`src/rtl/pwm_pkg.sv`:
```
// Shared constants and types for the multi-channel PWM block.
// Config addresses beyond the channel compares are offsets from NUM_CHANNELS.
package pwm_pkg;

  localparam int ADDR_TOP_OFS      = 0;
  localparam int ADDR_PRESCALE_OFS = 1;
  localparam int ADDR_COMMIT_OFS   = 2;

  typedef enum logic {
    EDGE   = 1'b0,
    CENTER = 1'b1
  } align_mode_e;

  function automatic int max_int(input int a, input int b);
    return (a > b) ? a : b;
  endfunction

endpackage

```
`src/rtl/pwm_multi_if.sv`:
```
// Valid/ready configuration write port for pwm_multi.
// The register front-end is the master; the PWM block is the slave.
interface pwm_multi_if #(
  parameter int ADDR_W = 3,
  parameter int DATA_W = 8
);

  logic              cfg_valid;
  logic              cfg_ready;
  logic [ADDR_W-1:0] cfg_addr;
  logic [DATA_W-1:0] cfg_data;

  modport master (output cfg_valid, output cfg_addr, output cfg_data, input cfg_ready);
  modport slave  (input cfg_valid, input cfg_addr, input cfg_data, output cfg_ready);

endinterface

```
`src/rtl/pwm_timebase.sv`:
```
// Prescaler plus shared period counter (edge-aligned up or center-aligned up/down).
// Exposes the next counter value so the channel comparators can register their outputs.
module pwm_timebase
  import pwm_pkg::*;
#(
  parameter int          RESOLUTION = 8,
  parameter int          PRESCALE_W = 8,
  parameter align_mode_e MODE       = EDGE
) (
  input  logic                  i_clk,
  input  logic                  i_reset,
  input  logic                  i_enable,
  input  logic [RESOLUTION-1:0] i_top,
  input  logic [PRESCALE_W-1:0] i_prescale,
  output logic [RESOLUTION-1:0] o_counter_next,
  output logic                  o_tick,
  output logic                  o_boundary
);

  logic [RESOLUTION-1:0] counter;
  logic                  count_up;
  logic                  up_next;
  logic [PRESCALE_W-1:0] ps_count;

  assign o_tick = i_enable && (ps_count == i_prescale);

  always_comb begin
    o_counter_next = counter;
    up_next        = count_up;
    if (!i_enable) begin
      o_counter_next = '0;
      up_next        = 1'b1;
    end else if (o_tick) begin
      if (MODE == EDGE) begin
        o_counter_next = (counter >= i_top) ? '0 : counter + RESOLUTION'(1);
      end else if (count_up && (counter < i_top)) begin
        o_counter_next = counter + RESOLUTION'(1);
      end else begin
        // Turning at top or descending; reaching zero flips back to counting up.
        o_counter_next = (counter == '0) ? '0 : counter - RESOLUTION'(1);
        up_next        = (o_counter_next == '0);
      end
    end
  end

  assign o_boundary = o_tick && (o_counter_next == '0);

  always_ff @(posedge i_clk) begin
    if (i_reset) begin
      counter  <= '0;
      count_up <= 1'b1;
      ps_count <= '0;
    end else begin
      counter  <= o_counter_next;
      count_up <= up_next;
      if (!i_enable || o_tick) begin
        ps_count <= '0;
      end else begin
        ps_count <= ps_count + PRESCALE_W'(1);
      end
    end
  end

endmodule

```
`src/rtl/pwm_multi.sv`:
```
// Multi-channel PWM generator with double-buffered compare/top/prescale registers.
// Shadow values move to the active set together at a period boundary after a commit.
module pwm_multi
  import pwm_pkg::*;
#(
  parameter int RESOLUTION     = 8,
  parameter int NUM_CHANNELS   = 4,
  parameter int PRESCALE_W     = 8,
  parameter int CENTER_ALIGNED = 0,
  parameter int ADDR_W         = $clog2(NUM_CHANNELS + 3)
) (
  input  logic                    i_clk,
  input  logic                    i_reset,
  input  logic                    i_enable,
  pwm_multi_if.slave              cfg,
  output logic [NUM_CHANNELS-1:0] o_pwm,
  output logic                    o_period_start
);

  localparam align_mode_e       MODE        = (CENTER_ALIGNED != 0) ? CENTER : EDGE;
  localparam logic [ADDR_W-1:0] ADDR_TOP    = ADDR_W'(NUM_CHANNELS + ADDR_TOP_OFS);
  localparam logic [ADDR_W-1:0] ADDR_PRE    = ADDR_W'(NUM_CHANNELS + ADDR_PRESCALE_OFS);
  localparam logic [ADDR_W-1:0] ADDR_COMMIT = ADDR_W'(NUM_CHANNELS + ADDR_COMMIT_OFS);

  logic                  accept;
  logic                  apply;
  logic                  armed;
  logic                  tick;
  logic                  boundary;
  logic [RESOLUTION-1:0] counter_next;
  logic [RESOLUTION-1:0] top_shadow;
  logic [RESOLUTION-1:0] top_active;
  logic [PRESCALE_W-1:0] pre_shadow;
  logic [PRESCALE_W-1:0] pre_active;

  assign accept        = cfg.cfg_valid && cfg.cfg_ready;
  assign cfg.cfg_ready = ~armed;
  // A parked counter has no boundary to wait for, so a pending commit lands at once.
  assign apply         = armed && (boundary || !i_enable);

  pwm_timebase #(
    .RESOLUTION (RESOLUTION),
    .PRESCALE_W (PRESCALE_W),
    .MODE       (MODE)
  ) u_timebase (
    .i_clk          (i_clk),
    .i_reset        (i_reset),
    .i_enable       (i_enable),
    .i_top          (top_active),
    .i_prescale     (pre_active),
    .o_counter_next (counter_next),
    .o_tick         (tick),
    .o_boundary     (boundary)
  );

  always_ff @(posedge i_clk) begin
    if (i_reset) begin
      armed          <= 1'b0;
      top_shadow     <= '1;
      top_active     <= '1;
      pre_shadow     <= '0;
      pre_active     <= '0;
      o_period_start <= 1'b0;
    end else begin
      armed          <= (armed && !apply) || (accept && (cfg.cfg_addr == ADDR_COMMIT));
      o_period_start <= tick && boundary;
      if (apply) begin
        top_active <= top_shadow;
        pre_active <= pre_shadow;
      end
      if (accept && (cfg.cfg_addr == ADDR_TOP)) begin
        top_shadow <= cfg.cfg_data[RESOLUTION-1:0];
      end
      if (accept && (cfg.cfg_addr == ADDR_PRE)) begin
        pre_shadow <= cfg.cfg_data[PRESCALE_W-1:0];
      end
    end
  end

  for (genvar c = 0; c < NUM_CHANNELS; c++) begin : g_chan
    localparam logic [ADDR_W-1:0] CH_ADDR = ADDR_W'(c);

    logic [RESOLUTION-1:0] cmp_shadow;
    logic [RESOLUTION-1:0] cmp_active;
    logic [RESOLUTION-1:0] cmp_next;
    logic                  pwm_q;

    // The first cycle of a new period already compares against the freshly applied value.
    assign cmp_next = apply ? cmp_shadow : cmp_active;
    assign o_pwm[c] = pwm_q;

    always_ff @(posedge i_clk) begin
      if (i_reset) begin
        cmp_shadow <= '0;
        cmp_active <= '0;
        pwm_q      <= 1'b0;
      end else begin
        if (accept && (cfg.cfg_addr == CH_ADDR)) begin
          cmp_shadow <= cfg.cfg_data[RESOLUTION-1:0];
        end
        cmp_active <= cmp_next;
        pwm_q      <= i_enable && (counter_next < cmp_next);
      end
    end
  end

endmodule

```
`src/flat_wrapper.sv`:
```
// flat-port wrapper written by rule: the top's interface ports become plain ports
module pwm_multi_flat import pwm_pkg::*;
#(
  parameter int RESOLUTION     = 8,
  parameter int NUM_CHANNELS   = 4,
  parameter int PRESCALE_W     = 8,
  parameter int CENTER_ALIGNED = 0,
  parameter int ADDR_W         = $clog2(NUM_CHANNELS + 3)
)
  (i_clk, i_reset, i_enable, o_pwm, o_period_start, cfg_cfg_valid, cfg_cfg_addr, cfg_cfg_data, cfg_cfg_ready);
  pwm_multi_if #(.ADDR_W(ADDR_W)) cfg_i ();
  input  logic i_clk;
  input  logic i_reset;
  input  logic i_enable;
  output logic [NUM_CHANNELS-1:0] o_pwm;
  output logic o_period_start;
  input wire logic [$bits(cfg_i.cfg_valid)-1:0] cfg_cfg_valid;
  input wire logic [$bits(cfg_i.cfg_addr)-1:0] cfg_cfg_addr;
  input wire logic [$bits(cfg_i.cfg_data)-1:0] cfg_cfg_data;
  output wire logic [$bits(cfg_i.cfg_ready)-1:0] cfg_cfg_ready;
  assign cfg_i.cfg_valid = cfg_cfg_valid;
  assign cfg_i.cfg_addr = cfg_cfg_addr;
  assign cfg_i.cfg_data = cfg_cfg_data;
  assign cfg_cfg_ready = cfg_i.cfg_ready;
  pwm_multi #(.RESOLUTION(RESOLUTION), .NUM_CHANNELS(NUM_CHANNELS), .PRESCALE_W(PRESCALE_W), .CENTER_ALIGNED(CENTER_ALIGNED), .ADDR_W(ADDR_W)) u_core (.i_clk(i_clk), .i_reset(i_reset), .i_enable(i_enable), .cfg(cfg_i), .o_pwm(o_pwm), .o_period_start(o_period_start));
endmodule
```
`config.mk`:
```
export PLATFORM = sky130hd
export DESIGN_NAME = pwm_multi_flat
export DESIGN_NICKNAME = d
export VERILOG_FILES = /design/src/rtl/pwm_pkg.sv /design/src/rtl/pwm_multi_if.sv /design/src/rtl/pwm_timebase.sv /design/src/rtl/pwm_multi.sv /design/src/flat_wrapper.sv
export SDC_FILE = /design/constraint.sdc
export NUM_CORES = 1
export LEC_CHECK = 0
export CORE_UTILIZATION = 31
export DETAILED_ROUTE_END_ITERATION = 8
export GPL_ROUTABILITY_DRIVEN = 0
export HOLD_SLACK_MARGIN = 0.02
export PLACE_DENSITY = 0.46
export SLEW_MARGIN = 5
export SYNTH_ARGS = -nofsm -noshare
export SYNTH_HDL_FRONTEND = slang
export SYNTH_SLANG_ARGS = --single-unit
```
`constraint.sdc`:
```
create_clock -name i_clk -period 5.7 [get_ports i_clk]
set_input_delay 1.71 -clock i_clk [delete_from_list [all_inputs] [get_ports i_clk]]
set_output_delay 1.71 -clock i_clk [all_outputs]
set_load 0.01 [all_outputs]
```
==> run metrics <==
r2r startpoint u_core.u_timebase.counter[5]; number of detailed-route iterations in the first pass 4; port buffer count 20; Worst setup SP type primary input; internal cell power 1.55 mW; Crit. End Element register; Crit path arrival time 5.25 ns; H-tree depth 4; I/O pin count 21; DR WL/cell 15.8 um; switching power 427 uW; CP Class primary input to register; post-cts hold buffer count 0; area leader, netlist dfxtp_1; WL final 13.2 mm; Seq/Total Area, Yosys 0.429; top-count cell post-synth dfxtp_1; Hold Crit Start u_core.top_active[7]; Max-slew headroom 0.351; syn_nets 636; Setup Skew 0.0105 ns; Die Y 135 um; Root Buffer clkbuf_16; LEAKAGE 3.11 nW; vias in the first global route 4004; Clock transition at path regs 0.05 ns; Tcrit/Tclk final 0.863; Yosys top cell area share 0.429; CP max stage delay 0.50 ns; Register Area 2360 sq um; FFs w/ async S/R, synth 0; distinct cell type count after synthesis 44; TritonCTS Buffers 17; Syn-to-layout area delta 17.3%; Vias 4075; Comb pwr share 0.049; Die Area 18300 sq um; Yosys Warn Count 0; worst skew pair latency 0.41 ns; Post-Syn Area per Cell 9.45 sq um; number of max-cap violations 0; share of layout cells above drive strength 1 0.0739; top cells by area, synth dfxtp_1, mux2i_1, ha_1, nor2_1, a211o_1; clock power share 0.523; RSZ-0062 raised after global routing no; #FFs+latches synth 118; Post-DRT Antenna Nets 0; critical-path cell list clkdlybuf4s50_1 > nand4_1 > or4b_1 > o311ai_1 > and4_1 > o21ai_2 > a21o_2 > buf_12 > mux2i_1 > ha_1 > a21oi_1 > nand2_1 > a2111o_1 > a21oi_1; area of the multi-input gates 2900 sq um; Max Clock Freq 203 MHz; # diodes 0; Crit. Startpoint i_enable; pin count of the biggest net entering global routing 79; CP max stage cell clkdlybuf4s50_1; most used cell along the critical path a21oi_1; Slew Limit Fails 0; Core Region 17400 sq um; vias per cell 4.89; Global Route Usage Sum 0.157; Clock Sinks 118; Congestion Overflow GR 0; Top FF cell, synth dfxtp_1; Hold Fails Final Rpt 0; Initial DRC Count 201; CTS tree done; Slew @ Worst Pin 0.964 ns; first-pass GRT wire length 21.6 mm; Fillers 1748; Flop pwr share 0.427; status complete, no violations; Core Rows 48; worst hold slack 0.461 ns; DRC 0; number of synthesized flops with an enable pin 0; fraction of power spent switching nets 0.216; TNS Setup 0 ns; CP Data Required Time 6.03 ns; top post-synthesis cells by count dfxtp_1, nor2_1, mux2i_1, ha_1; Cell Pwr Density 305 nW/um^2; Die Wd 135 um; HP Class register to register; starting density of the core 0.318; Post-Syn Instances 583; antenna violations before repair 0; Critical Path Fanout Max 21; post-layout min period 4.92 ns; Cell Area, Synth 5510 sq um; final setup fails 0; setup bufs post-CTS 0; # resized after CTS 0; nets 649; Peak VDD IR 0.215 mV; CTS Buffer Depth 2; dpl hpwl 9.19 mm
==> power groups by stage <==
stage	combinational, mW	clock [mW]	sequential [mW]
2_1_floorplan	0.0606	0	0.859
3_3_place_gp	0.0979	0	0.861
3_5_place_dp	0.0984	0	0.861
4_1_cts	0.0989	1.06	0.844
5_1_grt	0.107	1.11	0.844
6_report	0.0975	1.03	0.844
==> stage by stage <==
step	setup slack [ns]	instances	cell area (sq um)	utilization	power, mW
after global routing	0.576	834	6470	0.373	2.06
after CTS	0.799	834	6470	0.373	2.00
after global placement	0.496	802	5890	0.339	0.959
after detailed placement	0.395	802	5890	0.339	0.959
after floorplan	1.31	583	5510	-	0.919
final	0.780	834	6470	0.373	1.97
==> layer usage <==
metal  GRT usage  vias to the layer above  wire length, um
li1            -                     2062                -
met1       0.211                     1921             6570
met5           0                        -                0
met4      0.0718                        0              261
met3      0.0314                       18              386
met2       0.242                       74             6000
==> placed cells by master (no fill, tap or decap), types with 2 or more instances in the layout <==
cell / Yosys / layout
o41ai_1: 3 / 3
clkbuf_8: 0 / 3
nand2b_1: 2 / 2
nand4_1: 7 / 7
o311ai_1: 2 / 2
buf_4: 4 / 8
a211o_1: 19 / 19
o21ai_0: 12 / 12
nor2b_1: 20 / 20
dfxtp_1: 118 / 118
nor3_1: 11 / 10
nor4_1: 3 / 3
xnor2_1: 5 / 5
nand2_1: 17 / 17
a311oi_1: 3 / 3
a21oi_1: 13 / 13
o21a_1: 3 / 3
xor2_1: 12 / 12
clkbuf_16: 0 / 17
clkbuf_1: 21 / 2
inv_1: 21 / 21
and3_1: 7 / 7
nand3_1: 10 / 10
clkdlybuf4s50_1: 0 / 19
and2_1: 6 / 6
mux2i_1: 80 / 80
a21o_1: 5 / 4
a31oi_1: 5 / 5
nor2_1: 110 / 110
clkinv_2: 0 / 7
bufinv_16: 0 / 2
o31ai_1: 2 / 2
and4_1: 3 / 3
ha_1: 38 / 38
==> registers in the layout, indices dropped and copies added, names as in the netlist <==
| name | flops |
|---|---|
| u_core.u_timebase.counter | 8 |
| u_core.u_timebase.ps_count | 8 |
| u_core.top_active | 8 |
| u_core.pre_active | 8 |
| u_core.pre_shadow | 8 |
| u_core.g_chan.cmp_active | 32 |
| u_core.armed | 1 |
| u_core.o_period_start | 1 |
| u_core.g_chan.pwm_q | 4 |
| u_core.top_shadow | 8 |
| u_core.g_chan.cmp_shadow | 32 |
==> final timing paths <==
| kind | to | slack [ns] | depth (start not counted) |
|---|---|---|---|
| max reg2reg | u_core.g_chan[0].pwm_q | 1.59 | 14 |
| min | u_core.top_active[7] | 0.46 | 1 |
| max | u_core.g_chan[0].pwm_q | 0.78 | 14 |
| min reg2reg | u_core.top_active[7] | 0.46 | 1 |
==> critical path, delay by kind of cell <==
kind	cells	cell delay (ns)
and+or+nand+nor	4	0.95
AOI/OAI and AO/OA	6	1.31
adders and majority gates	1	0.29
buffers and inverters	2	0.77
muxes	1	0.22
==> cell type report <==
class,count,area share
multi-input combinational,410,0.448
sequential,118,0.365
tap,225,0.0435
clock inverter,10,0.0159
inverter,21,0.0122
clock buffer,22,0.0733
timing repair buffer,28,0.0418
==> logic make-up (layout without fill, tap and decap cells) <==
family | Yosys count | count (layout) | share of synthesized area
and+or+nand+nor | 201 | 201 | 0.169
DFF | 118 | 118 | 0.429
muxes | 80 | 80 | 0.145
AOI/OAI and AO/OA | 74 | 74 | 0.0965
buffers and inverters | 55 | 81 | 0.0477
adders and majority gates | 38 | 38 | 0.0863
xor gates and xnor gates | 17 | 17 | 0.0270
Power figures use the tool's default switching activity.
